$ cat src/rtl/baccarat_pkg.sv
// Shared card types and scoring helpers for the baccarat datapath and FSM.
package baccarat_pkg;

  typedef logic [3:0] card_t;

  localparam card_t CARD_EMPTY = 4'd0;
  localparam card_t CARD_ACE   = 4'd1;
  localparam card_t CARD_TEN   = 4'd10;
  localparam card_t CARD_JACK  = 4'd11;
  localparam card_t CARD_QUEEN = 4'd12;
  localparam card_t CARD_KING  = 4'd13;

  // Tens, faces, empty and the unused codes all count zero.
  function automatic logic [3:0] card_weight(card_t c);
    return (c >= CARD_ACE && c <= 4'd9) ? c : 4'd0;
  endfunction

  function automatic logic [3:0] hand_score(card_t a, card_t b, card_t c);
    logic [4:0] s;
    s = {1'b0, card_weight(a)} + {1'b0, card_weight(b)}
      + {1'b0, card_weight(c)};
    return 4'(s % 5'd10);
  endfunction

endpackage

$ cat src/rtl/baccarat_datapath_card7seg.sv
// Card code to active-low {g,f,e,d,c,b,a} seven-segment pattern.
module card7seg
  import baccarat_pkg::*;
(
  input  card_t      i_card,
  output logic [6:0] o_seg
);

  always_comb begin
    o_seg = 7'b1111111;
    unique case (i_card)
      CARD_ACE:   o_seg = 7'b0001000;
      4'd2:       o_seg = 7'b0100100;
      4'd3:       o_seg = 7'b0110000;
      4'd4:       o_seg = 7'b0011001;
      4'd5:       o_seg = 7'b0010010;
      4'd6:       o_seg = 7'b0000010;
      4'd7:       o_seg = 7'b1111000;
      4'd8:       o_seg = 7'b0000000;
      4'd9:       o_seg = 7'b0010000;
      CARD_TEN:   o_seg = 7'b1000000;
      CARD_JACK:  o_seg = 7'b1100001;
      CARD_QUEEN: o_seg = 7'b0011000;
      CARD_KING:  o_seg = 7'b0001001;
      default:    o_seg = 7'b1111111;
    endcase
  end

endmodule

$ cat src/rtl/baccarat_datapath.sv
// Baccarat card datapath: LFSR dealer, six hand registers, scores, displays.
module baccarat_datapath
  import baccarat_pkg::*;
#(
  parameter logic [7:0] SEED = 8'hA5
) (
  input  logic       slow_clock,
  input  logic       resetb,
  input  logic       load_pcard1,
  input  logic       load_pcard2,
  input  logic       load_pcard3,
  input  logic       load_dcard1,
  input  logic       load_dcard2,
  input  logic       load_dcard3,
  input  logic       ext_card_en,
  input  logic [3:0] ext_card,
  output logic [3:0] pcard3,
  output logic [3:0] pscore,
  output logic [3:0] dscore,
  output logic [6:0] HEX0,
  output logic [6:0] HEX1,
  output logic [6:0] HEX2,
  output logic [6:0] HEX3,
  output logic [6:0] HEX4,
  output logic [6:0] HEX5
);

  if (SEED == 8'h00) begin : g_bad_seed
    $error("baccarat_datapath: SEED must be nonzero");
  end

  logic [7:0] r_lfsr;
  card_t      r_pc1, r_pc2, r_pc3;
  card_t      r_dc1, r_dc2, r_dc3;
  logic       w_fb;
  card_t      w_dealt;

  assign w_fb = r_lfsr[7] ^ r_lfsr[5] ^ r_lfsr[4] ^ r_lfsr[3];

  // Card is drawn from the LFSR value before this edge's advance.
  assign w_dealt = ext_card_en ? ext_card
                 : 4'(r_lfsr % 8'd13) + 4'd1;

  always_ff @(posedge slow_clock) begin
    if (!resetb) begin
      r_lfsr <= SEED;
      r_pc1  <= CARD_EMPTY;
      r_pc2  <= CARD_EMPTY;
      r_pc3  <= CARD_EMPTY;
      r_dc1  <= CARD_EMPTY;
      r_dc2  <= CARD_EMPTY;
      r_dc3  <= CARD_EMPTY;
    end else begin
      r_lfsr <= {r_lfsr[6:0], w_fb};
      if (load_pcard1) r_pc1 <= w_dealt;
      if (load_pcard2) r_pc2 <= w_dealt;
      if (load_pcard3) r_pc3 <= w_dealt;
      if (load_dcard1) r_dc1 <= w_dealt;
      if (load_dcard2) r_dc2 <= w_dealt;
      if (load_dcard3) r_dc3 <= w_dealt;
    end
  end

  assign pcard3 = r_pc3;
  assign pscore = hand_score(r_pc1, r_pc2, r_pc3);
  assign dscore = hand_score(r_dc1, r_dc2, r_dc3);

  card7seg u_hex0 (.i_card(r_pc1), .o_seg(HEX0));
  card7seg u_hex1 (.i_card(r_pc2), .o_seg(HEX1));
  card7seg u_hex2 (.i_card(r_pc3), .o_seg(HEX2));
  card7seg u_hex3 (.i_card(r_dc1), .o_seg(HEX3));
  card7seg u_hex4 (.i_card(r_dc2), .o_seg(HEX4));
  card7seg u_hex5 (.i_card(r_dc3), .o_seg(HEX5));

endmodule

$ cat config.mk
export PLATFORM = sky130hd
export DESIGN_NAME = baccarat_datapath
export DESIGN_NICKNAME = d
export VERILOG_FILES = /design/src/rtl/baccarat_pkg.sv /design/src/rtl/baccarat_datapath_card7seg.sv /design/src/rtl/baccarat_datapath.sv
export SDC_FILE = /design/constraint.sdc
export NUM_CORES = 1
export LEC_CHECK = 0
export ABC_AREA = 1
export CAP_MARGIN = 0
export CORE_UTILIZATION = 61
export DETAILED_ROUTE_END_ITERATION = 8
export PLACE_DENSITY = 0.83
export SETUP_SLACK_MARGIN = 0.4
export SYNTH_ARGS = -nofsm -noshare
export SYNTH_HDL_FRONTEND = slang
export SYNTH_SLANG_ARGS = --single-unit
export TNS_END_PERCENT = 30
$ cat constraint.sdc
create_clock -name slow_clock -period 9 [get_ports slow_clock]
set_input_delay 2.25 -clock slow_clock [delete_from_list [all_inputs] [get_ports slow_clock]]
set_output_delay 2.25 -clock slow_clock [all_outputs]
set_load 0.01 [all_outputs]
==> results.py, run 1 <==
metrics = {
    "status": {
        "outcome": "completed",
    },
    "place": {
        "place_congestion": 0.9181,
        "dp_cells": 967,
        "dp_hpwl_um": 9054,
        "dpl_cell_area_um2": 6242,
        "port_buffers": 66,
    },
    "critical_path": {
        "end_kind": "output pin",
        "worstPathArrival_ps": 4910,
        "crit_start": "r_dc2[3]",
        "r2r_cells": 32,
        "cp_data_required_time_ps": 6750,
        "regToRegEndpoint": "u_hex4.o_seg[4]",
        "max_stage_delay_ps": 550,
        "criticalPathCategory": "flop to output pin",
        "critPathSlowestCell": "clkdlybuf4s50_1",
        "endpoint": "dscore[2]",
        "cp.depth": 18,
        "crit_buf_inv": 4,
        "rrSetupSlack_ps": 4050,
        "r2r_start": "r_lfsr[5]",
        "path_max_fanout": 4,
        "cp_top_family": "adder cells",
        "crit_path_cell_trace": "inv_1 -> nor3_1 -> o21bai_1 -> nand2_1 -> fa_1 -> inv_1 -> ha_1 -> fa_1 -> xnor2_1 -> ha_1 -> o21ai_0 -> xor2_1 -> inv_1 -> ha_1 -> o31ai_1 -> nand2_1 -> o21ai_0 -> clkdlybuf4s50_1",
        "startpoint_type": "flop",
    },
    "floorplan": {
        "pin_count": 67,
        "start_util_pct": 62.89,
        "fp.dieW_um": 96.59,
        "die-height_um": 96.59,
        "die_area_um2": 9330,
        "core_area_um2": 8678,
        "rows": 34,
    },
    "cts": {
        "post-cts-setup-buffers": 0,
        "numCtsBuffers": 9,
        "clockRootBuffer": "clkbuf_8",
        "cts_max_level": 3,
        "clockBufferDepth": 2,
        "worstSkewPairLatency_ps": 360,
        "hold_buffers": 0,
        "cts_tree": "done",
        "ctsResizeCount": 0,
        "cts_sinks": 74,
        "clkTransAtPathRegs_ps": 80,
    },
    "route": {
        "remaining_drc_errors": 0,
        "drt_wl_total_um": 11690,
        "vias_per_cell": 5.054,
        "vias": 4968,
        "wire_per_inst_um": 11.90,
        "ant_nets": 0,
        "dr.first_iter.drc_count": 213,
        "first_pass_iters": 4,
    },
    "timing": {
        "relSlewSlack_pct": 51.61,
        "report.final.setup_viol": 0,
        "slew_violations": 0,
        "worst_pin_slew_ps": 725.9,
        "rsz0062_at_grt": "false",
        "tns_ps": 0,
        "fin_skew_ps": 8.315,
        "fin_hold_ws_ps": 478.4,
        "period_share_pct": 79.58,
        "finalHoldViolCount": 0,
        "fin_crit_ps": 7162,
        "max_freq_ghz": 0.1396,
    },
    "finish": {
        "layout_common_cells": "nand2_1, inv_1, nand3_1, dfxtp_1, clkdlybuf4s50_1",
        "final_common_cell": "nand2_1",
        "fin_cells": 983,
        "fin_nets": 940,
        "final-seq-area_um2": 1481,
        "final_design_area_no_fill_um2": 6466,
        "fillers": 735,
        "area_growth_syn_to_layout_pct": 18.48,
        "multi_input_area_um2": 3473,
        "drive_above_1_share_pct": 12.69,
        "n_antenna_cell": 0,
    },
    "yosys": {
        "synthCells": 796,
        "syn-num-nets": 866,
        "synthDistinctLibCells": 32,
        "synth_top_family_by_area": "simple AND/OR/NAND/NOR gates",
        "synthXorXnorAreaFrac_pct": 2.407,
        "yosys.area_share.adder_pct": 14.44,
        "yosys_warnings": 0,
        "avgSynthCellArea_um2": 6.856,
        "ys_ff_latch": 74,
        "ys_seq_area_share_pct": 27.14,
        "syn_area_um2": 5458,
        "synthMuxAreaShare_pct": 0,
        "synth_compound_area_share_pct": 5.273,
        "yosys.area_share.simple_pct": 41.52,
    },
    "grt": {
        "grt_pass1_wl_um": 19780,
        "grt_max_degree": 26,
        "grt_usage_pct": 27.12,
        "antenna_found_initial": 0,
        "overflow": 0,
        "grt_pass1_vias": 4610,
    },
    "pwr": {
        "ir_drop_v": 0.0002786,
        "leakage_nw": 3.716,
        "power.density_nw_per_um2": 269.0,
    },
    "min_path": {
        "hold_class": "flop to flop",
    },
    "job": {
        "maxCapViolCount": 0,
    },
}
==> cell type report <==
type | count | share of cell area [%]
Sequential cell | 74 | 22.91
Clock inverter | 7 | 1.548
Inverter | 127 | 7.604
Multi-Input combinational cell | 592 | 53.72
Timing Repair Buffer | 66 | 10.22
Tap cell | 108 | 2.090
Clock buffer | 9 | 1.916
==> report_power, final <==
part           switching, mW  internal (mW)
sequential            0.0311          0.408
combinational          0.577          0.430
clock                  0.136          0.159
==> flip-flops by register name, summed over array words and instances (netlist names) <==
register / flops
r_dc1: 4
r_dc3: 4
u_hex2.o_seg: 7
u_hex0.o_seg: 7
u_hex4.o_seg: 7
r_pc1: 4
pcard3: 4
r_dc2: 4
r_pc2: 4
u_hex3.o_seg: 7
u_hex1.o_seg: 7
u_hex5.o_seg: 7
r_lfsr: 8
==> through the flow <==
stage	power [mW]	worst slack [ps]	utilization, %
after global routing	1.888	1310	74.51
final	1.740	1838	74.51
after CTS	1.749	1792	74.51
after floorplan	1.092	2942	-
after detailed placement	1.450	2167	71.93
after global placement	1.410	2374	71.93
==> how the worst min path moves through the flow <==
stage / slack (ps) / start / cells after the start / end
2_1_floorplan: 440 / r_lfsr[2] / 2 / r_lfsr[3]
3_3_place_gp: 470 / r_lfsr[2] / 2 / r_lfsr[3]
3_5_place_dp: 460 / r_lfsr[2] / 2 / r_lfsr[3]
4_1_cts: 480 / r_lfsr[2] / 2 / r_lfsr[3]
5_1_grt: 510 / r_lfsr[2] / 2 / r_lfsr[3]
6_report: 480 / r_lfsr[2] / 2 / r_lfsr[3]
==> kinds of logic after synthesis <==
| logic type | after synthesis |
|---|---|
| flops | 74 |
| fa+ha+maj | 57 |
| buf+inv | 130 |
| simple gates | 469 |
| xor+xnor | 15 |
| compound gates | 51 |
==> synth_stat cells, drive strengths merged <==
library cell / number / area share [%]
nand2: 316 / 26
inv: 127 / 9.0
nand3: 86 / 9.1
dfxtp: 74 / 27
ha: 47 / 11
nor2: 46 / 3.5
a21oi: 28 / 2.6
o21ai: 18 / 1.9
nand3b: 13 / 1.8
xor2: 12 / 1.9
fa: 10 / 3.7
nor3: 5 / 0.46
clkbuf: 3 / 0.21
xnor2: 3 / 0.48
nand4: 2 / 0.34
o21bai: 2 / 0.28
o31ai: 2 / 0.28
a31o: 1 / 0.16
or2: 1 / 0.11
==> per-layer routing <==
layer / track usage (%) / routed length [um]
met5: 0 / 0
met4: 8.088 / 193
met3: 4.225 / 341
met2: 49.30 / 5950
met1: 32.75 / 5208
==> worst reg2reg max path, delay by kind of cell, from the launching register on <==
kind | cells | cell delay, ps
compound gates | 3 | 920
xor+xnor | 1 | 190
fa+ha+maj | 3 | 730
buf+inv | 5 | 500
flops | 1 | 460
simple gates | 20 | 2080
Note: power is estimated with default switching activity, not from simulation.
==> run 2, diff against run 1 <==
Settings changed: CORE_UTILIZATION 61 to 57, PLACE_DENSITY 0.83 to 0.78.
Clock period 9 ns to 6.7 ns, I/O delays scaled along.
==> run 2 against run 1 <==
Against the previous run: flip-flop and latch count stayed put; clock-buffer cell count is 1 higher; global-route usage is 1.7 points lower; critical path depth stayed put; final area is 1.3% higher; clock power is 38% higher; critical path type unchanged.
==> results.py, run 2 (synthesized netlist as in run 1, its figures left out) <==
metrics = {
    "status": {
        "outcome": "completed",
    },
    "grt": {
        "grt_pass1_wl_um": 20470,
        "grt_usage_pct": 25.43,
        "grt_max_degree": 26,
        "grt_pass1_vias": 4790,
        "antenna_found_initial": 0,
        "overflow": 0,
    },
    "timing": {
        "period_share_pct": 93.88,
        "fin_crit_ps": 6290,
        "max_freq_ghz": 0.1590,
        "relSlewSlack_pct": 53.26,
        "setup_ws_ps": 410.2,
        "slew_violations": 0,
        "fin_skew_ps": 12.06,
        "fin_hold_ws_ps": 481.6,
        "report.final.setup_viol": 0,
        "rsz0062_at_grt": "true",
        "worst_pin_slew_ps": 701.1,
        "tns_ps": 0,
        "finalHoldViolCount": 0,
    },
    "floorplan": {
        "rows": 35,
        "die_area_um2": 9970,
        "die-height_um": 99.85,
        "core_area_um2": 9240,
        "start_util_pct": 59.07,
        "fp.dieW_um": 99.85,
        "pin_count": 67,
    },
    "critical_path": {
        "startpoint_type": "flop",
        "cp_data_required_time_ps": 5030,
        "regToRegEndpoint": "u_hex3.o_seg[4]",
        "rrSetupSlack_ps": 1610,
        "crit_buf_inv": 4,
        "r2r_start": "r_lfsr[5]",
        "criticalPathCategory": "flop to output pin",
        "path_max_fanout": 4,
        "r2r_cells": 32,
        "max_stage_delay_ps": 560,
        "cp_top_family": "adder cells",
        "end_kind": "output pin",
        "critPathSlowestCell": "clkdlybuf4s50_1",
        "worstPathArrival_ps": 4610,
        "crit_path_cell_trace": "inv_1 -> nor3_4 -> o21bai_1 -> nand2_1 -> fa_1 -> inv_1 -> ha_1 -> fa_1 -> xnor2_2 -> ha_1 -> o21ai_2 -> xor2_2 -> inv_1 -> ha_1 -> o31ai_2 -> a21oi_1 -> xor2_1 -> clkdlybuf4s50_1",
    },
    "finish": {
        "fillers": 805,
        "fin_nets": 941,
        "final_common_cell": "nand2_1",
        "largest_reg_flops": 8,
        "multi_input_area_um2": 3513,
        "drive_above_1_share_pct": 13.47,
        "final-seq-area_um2": 1481,
        "regMostFlops": "r_lfsr",
        "layout_common_cells": "nand2_1, inv_1, nand3_1, dfxtp_1, clkdlybuf4s50_1",
        "n_antenna_cell": 0,
        "area_growth_syn_to_layout_pct": 20.06,
    },
    "route": {
        "dr.first_iter.drc_count": 190,
        "ant_nets": 0,
        "first_pass_iters": 4,
        "drt_wl_total_um": 12100,
        "remaining_drc_errors": 0,
        "vias_per_cell": 4.986,
        "vias": 5011,
        "wire_per_inst_um": 12.04,
    },
    "pwr": {
        "power.density_nw_per_um2": 362.2,
        "pwr-share-clk_pct": 17.1,
        "intPower_mw": 1.351,
        "seqPwrFrac_pct": 24.9,
        "p_total_mw": 2.373,
        "leakage_nw": 3.747,
        "swShare_pct": 43.07,
        "p_sw_mw": 1.022,
        "comb_power_share_pct": 58.0,
        "ir_drop_v": 0.0002842,
    },
    "min_path": {
        "hold_class": "flop to flop",
        "worstHoldEndpoint": "r_lfsr[3]",
        "hp-start": "r_lfsr[2]",
        "holdPathStages": 2,
    },
    "job": {
        "maxCapViolCount": 0,
    },
    "cts": {
        "worstSkewPairLatency_ps": 360,
        "numCtsBuffers": 9,
        "hold_buffers": 0,
        "clockBufferDepth": 2,
        "cts_sinks": 74,
        "cts_max_level": 3,
        "clockRootBuffer": "clkbuf_8",
        "cts_tree": "done",
        "clkTransAtPathRegs_ps": 90,
    },
    "place": {
        "place_congestion": 0.8889,
        "dp_hpwl_um": 9248,
        "dpl_worst_slack_ps": 370.5,
        "port_buffers": 66,
    },
}
run 2: power by group through the flow:
stage                     clock [mW]  combinational, mW  sequential, mW
after CTS                      0.413               1.38           0.592
final                          0.406               1.38           0.592
after global routing           0.432               1.54           0.601
after detailed placement           0               1.36           0.601
after global placement             0               1.30           0.598
after floorplan                    0              0.828           0.639
run 2: how the worst max path moves through the flow:
| stage | from | endpoint | slack, ps | cells after the start |
|---|---|---|---|---|
| 6_report | r_dc2[3] | dscore[3] | 410 | 18 |
| 3_5_place_dp | r_dc2[3] | dscore[1] | 370 | 18 |
| 4_1_cts | r_dc2[3] | dscore[2] | 370 | 18 |
| 3_3_place_gp | r_dc2[1] | dscore[2] | 630 | 17 |
| 2_1_floorplan | r_dc2[1] | dscore[2] | 1220 | 16 |
| 5_1_grt | r_pc1[3] | pscore[1] | 100 | 16 |
run 2: per-stage QoR:
step	instances	cell area, um^2	util, %
after floorplan	796	5458	-
after detailed placement	988	6269	67.84
after global placement	988	6269	67.84
after global routing	1005	6553	70.91
after CTS	1005	6544	70.82
final	1005	6553	70.91
run 2: timing repair:
action,CTS,global route
resized for setup,8,2
pin swaps,1,0
buffers inserted,1,0
setup endpoints to repair,3,6
gates cloned,0,0
run 2: worst register-to-register path: cells and delay by family, from the launching register on:
| family | cells | cell delay [ps] |
|---|---|---|
| flip-flops | 1 | 480 |
| AO/OA/AOI/OAI | 3 | 990 |
| AND/OR/NAND/NOR | 20 | 2120 |
| adder cells (fa/ha/maj) | 3 | 710 |
| XOR/XNOR | 1 | 200 |
| buffers and inverters | 5 | 510 |
run 2: area by class of cell:
cell class              instances  area share [%]
multi-input cells             592           53.62
inverters                     127           7.504
clock inverters                 6           1.489
well taps                     129           2.463
repair buffers                 67           10.22
flip-flops and latches         74           22.61
clock buffers                  10           2.100
run 2: per-layer routing:
layer / track usage, % / share of wire, % / wire length (um)
met1: 29.17 / 44 / 5286
met2: 46.84 / 50 / 6103
met3: 3.621 / 3.3 / 403
met4: 11.09 / 2.5 / 308
met5: 0 / 0 / 0
==> patch (flow settings as in run 2) <==
Put a register stage on the output `HEX5`, cleared by the reset. The value now appears one clock later. The other outputs are not delayed to match.
--- a/src/rtl/baccarat_datapath.sv
+++ b/src/rtl/baccarat_datapath.sv
@@ -26,2 +26,4 @@
 );
+
+  logic [6:0] HEX5_d;
 
@@ -72,3 +74,11 @@
   card7seg u_hex4 (.i_card(r_dc2), .o_seg(HEX4));
-  card7seg u_hex5 (.i_card(r_dc3), .o_seg(HEX5));
+  card7seg u_hex5 (.i_card(r_dc3), .o_seg(HEX5_d));
+
+  always_ff @(posedge slow_clock) begin
+    if (!resetb) begin
+      HEX5 <= '0;
+    end else begin
+      HEX5 <= HEX5_d;
+    end
+  end
 
Formal check against the unedited RTL: not equivalent (a bounded check fails within 4 cycles, from zero or initial values and one cycle with resetb low).
==> patch against run 2 <==
- the run now ends with design-rule violations left
- cell count is 4.9% lower
- non-clock buffer count increased by 2
- setup slack got worse by 83 ps
- largest power group unchanged
- critical path depth did not move
- power shrank 6.3%
- area after synthesis is 4.4% lower
- final area fell by 4.0%
- sequential cell count stayed put
- wire length decreased by 2.0%
- largest cell class unchanged
==> patch: results (changes against run 2) <==
Drt
  – Via density: 5.13 (was 4.99)
  – Drt first pass iters: 7 (was 4)
  – Metal2 WL: 5630 um (was 6100 um)
  – Met3 wire length: 616 um (was 403 um)
  – Initial DRC Count: 207 (was 190)
  – WL final: 11900 um (was 12100 um)
  – Met1 WL: 5380 um (was 5290 um)
  – Remaining DRCs: 8 (was 0)

Clocking
  – Post-cts resize count: 14 (was 8)
  – Setup Buffers After CTS: 1 (unchanged)
  – H-tree levels: 3 (unchanged)

Critical path
  – Critical path's slowest cell: clkdlybuf4s50_1 (unchanged)
  – CP arrival: 4700 ps (was 4610 ps)

Yosys
  – Leading post-synthesis cells by instance count: 255 x nand2_1, 106 x inv_1, 74 x dfxtp_1, 74 x nand3_1, 48 x nor2_1 (was 264 x nand2_1, 109 x inv_1, 74 x dfxtp_1, 74 x nand3_1, 47 x ha_1)
  – Sequential share of the synthesized area: 28.4% (was 27.1%)
  – Post-Synth Adder-Cell Area: 14.6% (was 14.4%)
  – Mapped Nets: 836 (was 866)
  – Mean post-synth cell area: 6.79 um^2 (was 6.86 um^2)
  – FFs w/ async S/R, synth: 0% (unchanged)
  – XOR/XNOR share of the synthesized area: 2.02% (was 2.41%)
  – Warnings, synthesis: 0 (unchanged)
  – Compound-gate portion of the synthesized area: 6.86% (was 5.27%)
  – Synth area leaders: dfxtp_1 28%, nand2_1 18%, ha_1 11%, inv_1 7.6%, nand3_1 7.1% (was dfxtp_1 27%, nand2_1 18%, ha_1 11%, inv_1 7.5%, nand3_1 6.8%)

Placed design
  – Post-DP HPWL: 8880 um (was 9250 um)
  – # placed instances: 937 (was 988)
  – Setup WS pre-CTS: 187 ps (was 370 ps)
  – DP Area: 5990 um^2 (was 6270 um^2)
  – Routability congestion estimate: 0.907 (was 0.889)

Outcome
  – Outcome: finished with violations (was complete, no violations)
  – Failing checks: design-rule violations

Cells and area
  – Layout cells sized above 1: 10.3% (was 13.5%)
  – Max reg flops: 8 (unchanged)
  – Fillers: 733 (was 805)
  – Layout Nets: 911 (was 941)
  – Non-Filler Instances: 956 (was 1005)

GRT
  – First-pass GRT wire length: 20400 um (was 20500 um)
  – Total GRT Usage: 26.1% (was 25.4%)
  – Vias in the first global route: 4709 (was 4790)
  – Largest net degree at the start of global routing: 29 (was 26)

Pwr
  – Leakage: 3.55 nW (was 3.75 nW)
  – Maximum VDD drop: 0.171 mV (was 0.284 mV)

Timing
  – Slew @ Worst Pin: 723 ps (was 701 ps)
  – Skew final: 11.3 ps (was 12.1 ps)
## patch: metal layers
layer  vias up  global-route usage (%)
met2       149                    43.7
met3        22                    5.54
li1       2547                       -
met4         0                    8.62
met1      2183                    33.2
met5         -                       0
## patch: worst paths after layout
kind	startpoint	end	slack [ps]	cells past startpoint
min reg2reg	r_lfsr[2]$_SDFF_PN1_	r_lfsr[3]$_SDFF_PN0_	440	2
min	r_lfsr[2]$_SDFF_PN1_	r_lfsr[3]$_SDFF_PN0_	440	2
max	r_dc2[3]$_SDFFE_PN0P_	dscore[3]	330	18
max reg2reg	r_lfsr[5]$_SDFF_PN1_	u_hex2.o_seg[4]$_DFF_P_	1770	36
## patch: area by class of cell
cell class                 count  area, um^2  share of cell area [%]
multi-input combinational    568        3310                    52.6
timing repair buffer          69         684                    10.9
sequential                    74        1480                    23.6
clock inverter                 3        45.0                   0.716
inverter                     121         454                    7.22
tap                          108         135                    2.15
clock buffer                  13         179                    2.84
## patch: cells by family (layout without fill, tap and decap cells)
group / count (synthesis) / after routing
DFF: 74 / 74
adders and majority gates: 55 / 55
buffers and inverters: 126 / 206
AOI/OAI and AO/OA: 62 / 62
and+or+nand+nor: 439 / 439
xor gates and xnor gates: 12 / 12
## patch: power by group
group	leakage (nW)	internal, W	switching [W]	total [W]
Combinational	2.82	0.000537	0.000715	0.00125
Clock	0.108	0.000213	0.000169	0.000382
Sequential	0.621	0.000542	0.0000485	0.000590
Total	3.55	0.00129	0.000932	0.00222
## patch: worst max-delay path, delay by kind of cell, from the launching register on
family / cells / cell delay, ps
simple gates: 2 / 270
buf+inv: 4 / 790
compound gates: 4 / 800
flops: 1 / 360
fa+ha+maj: 5 / 1590
xor+xnor: 3 / 530
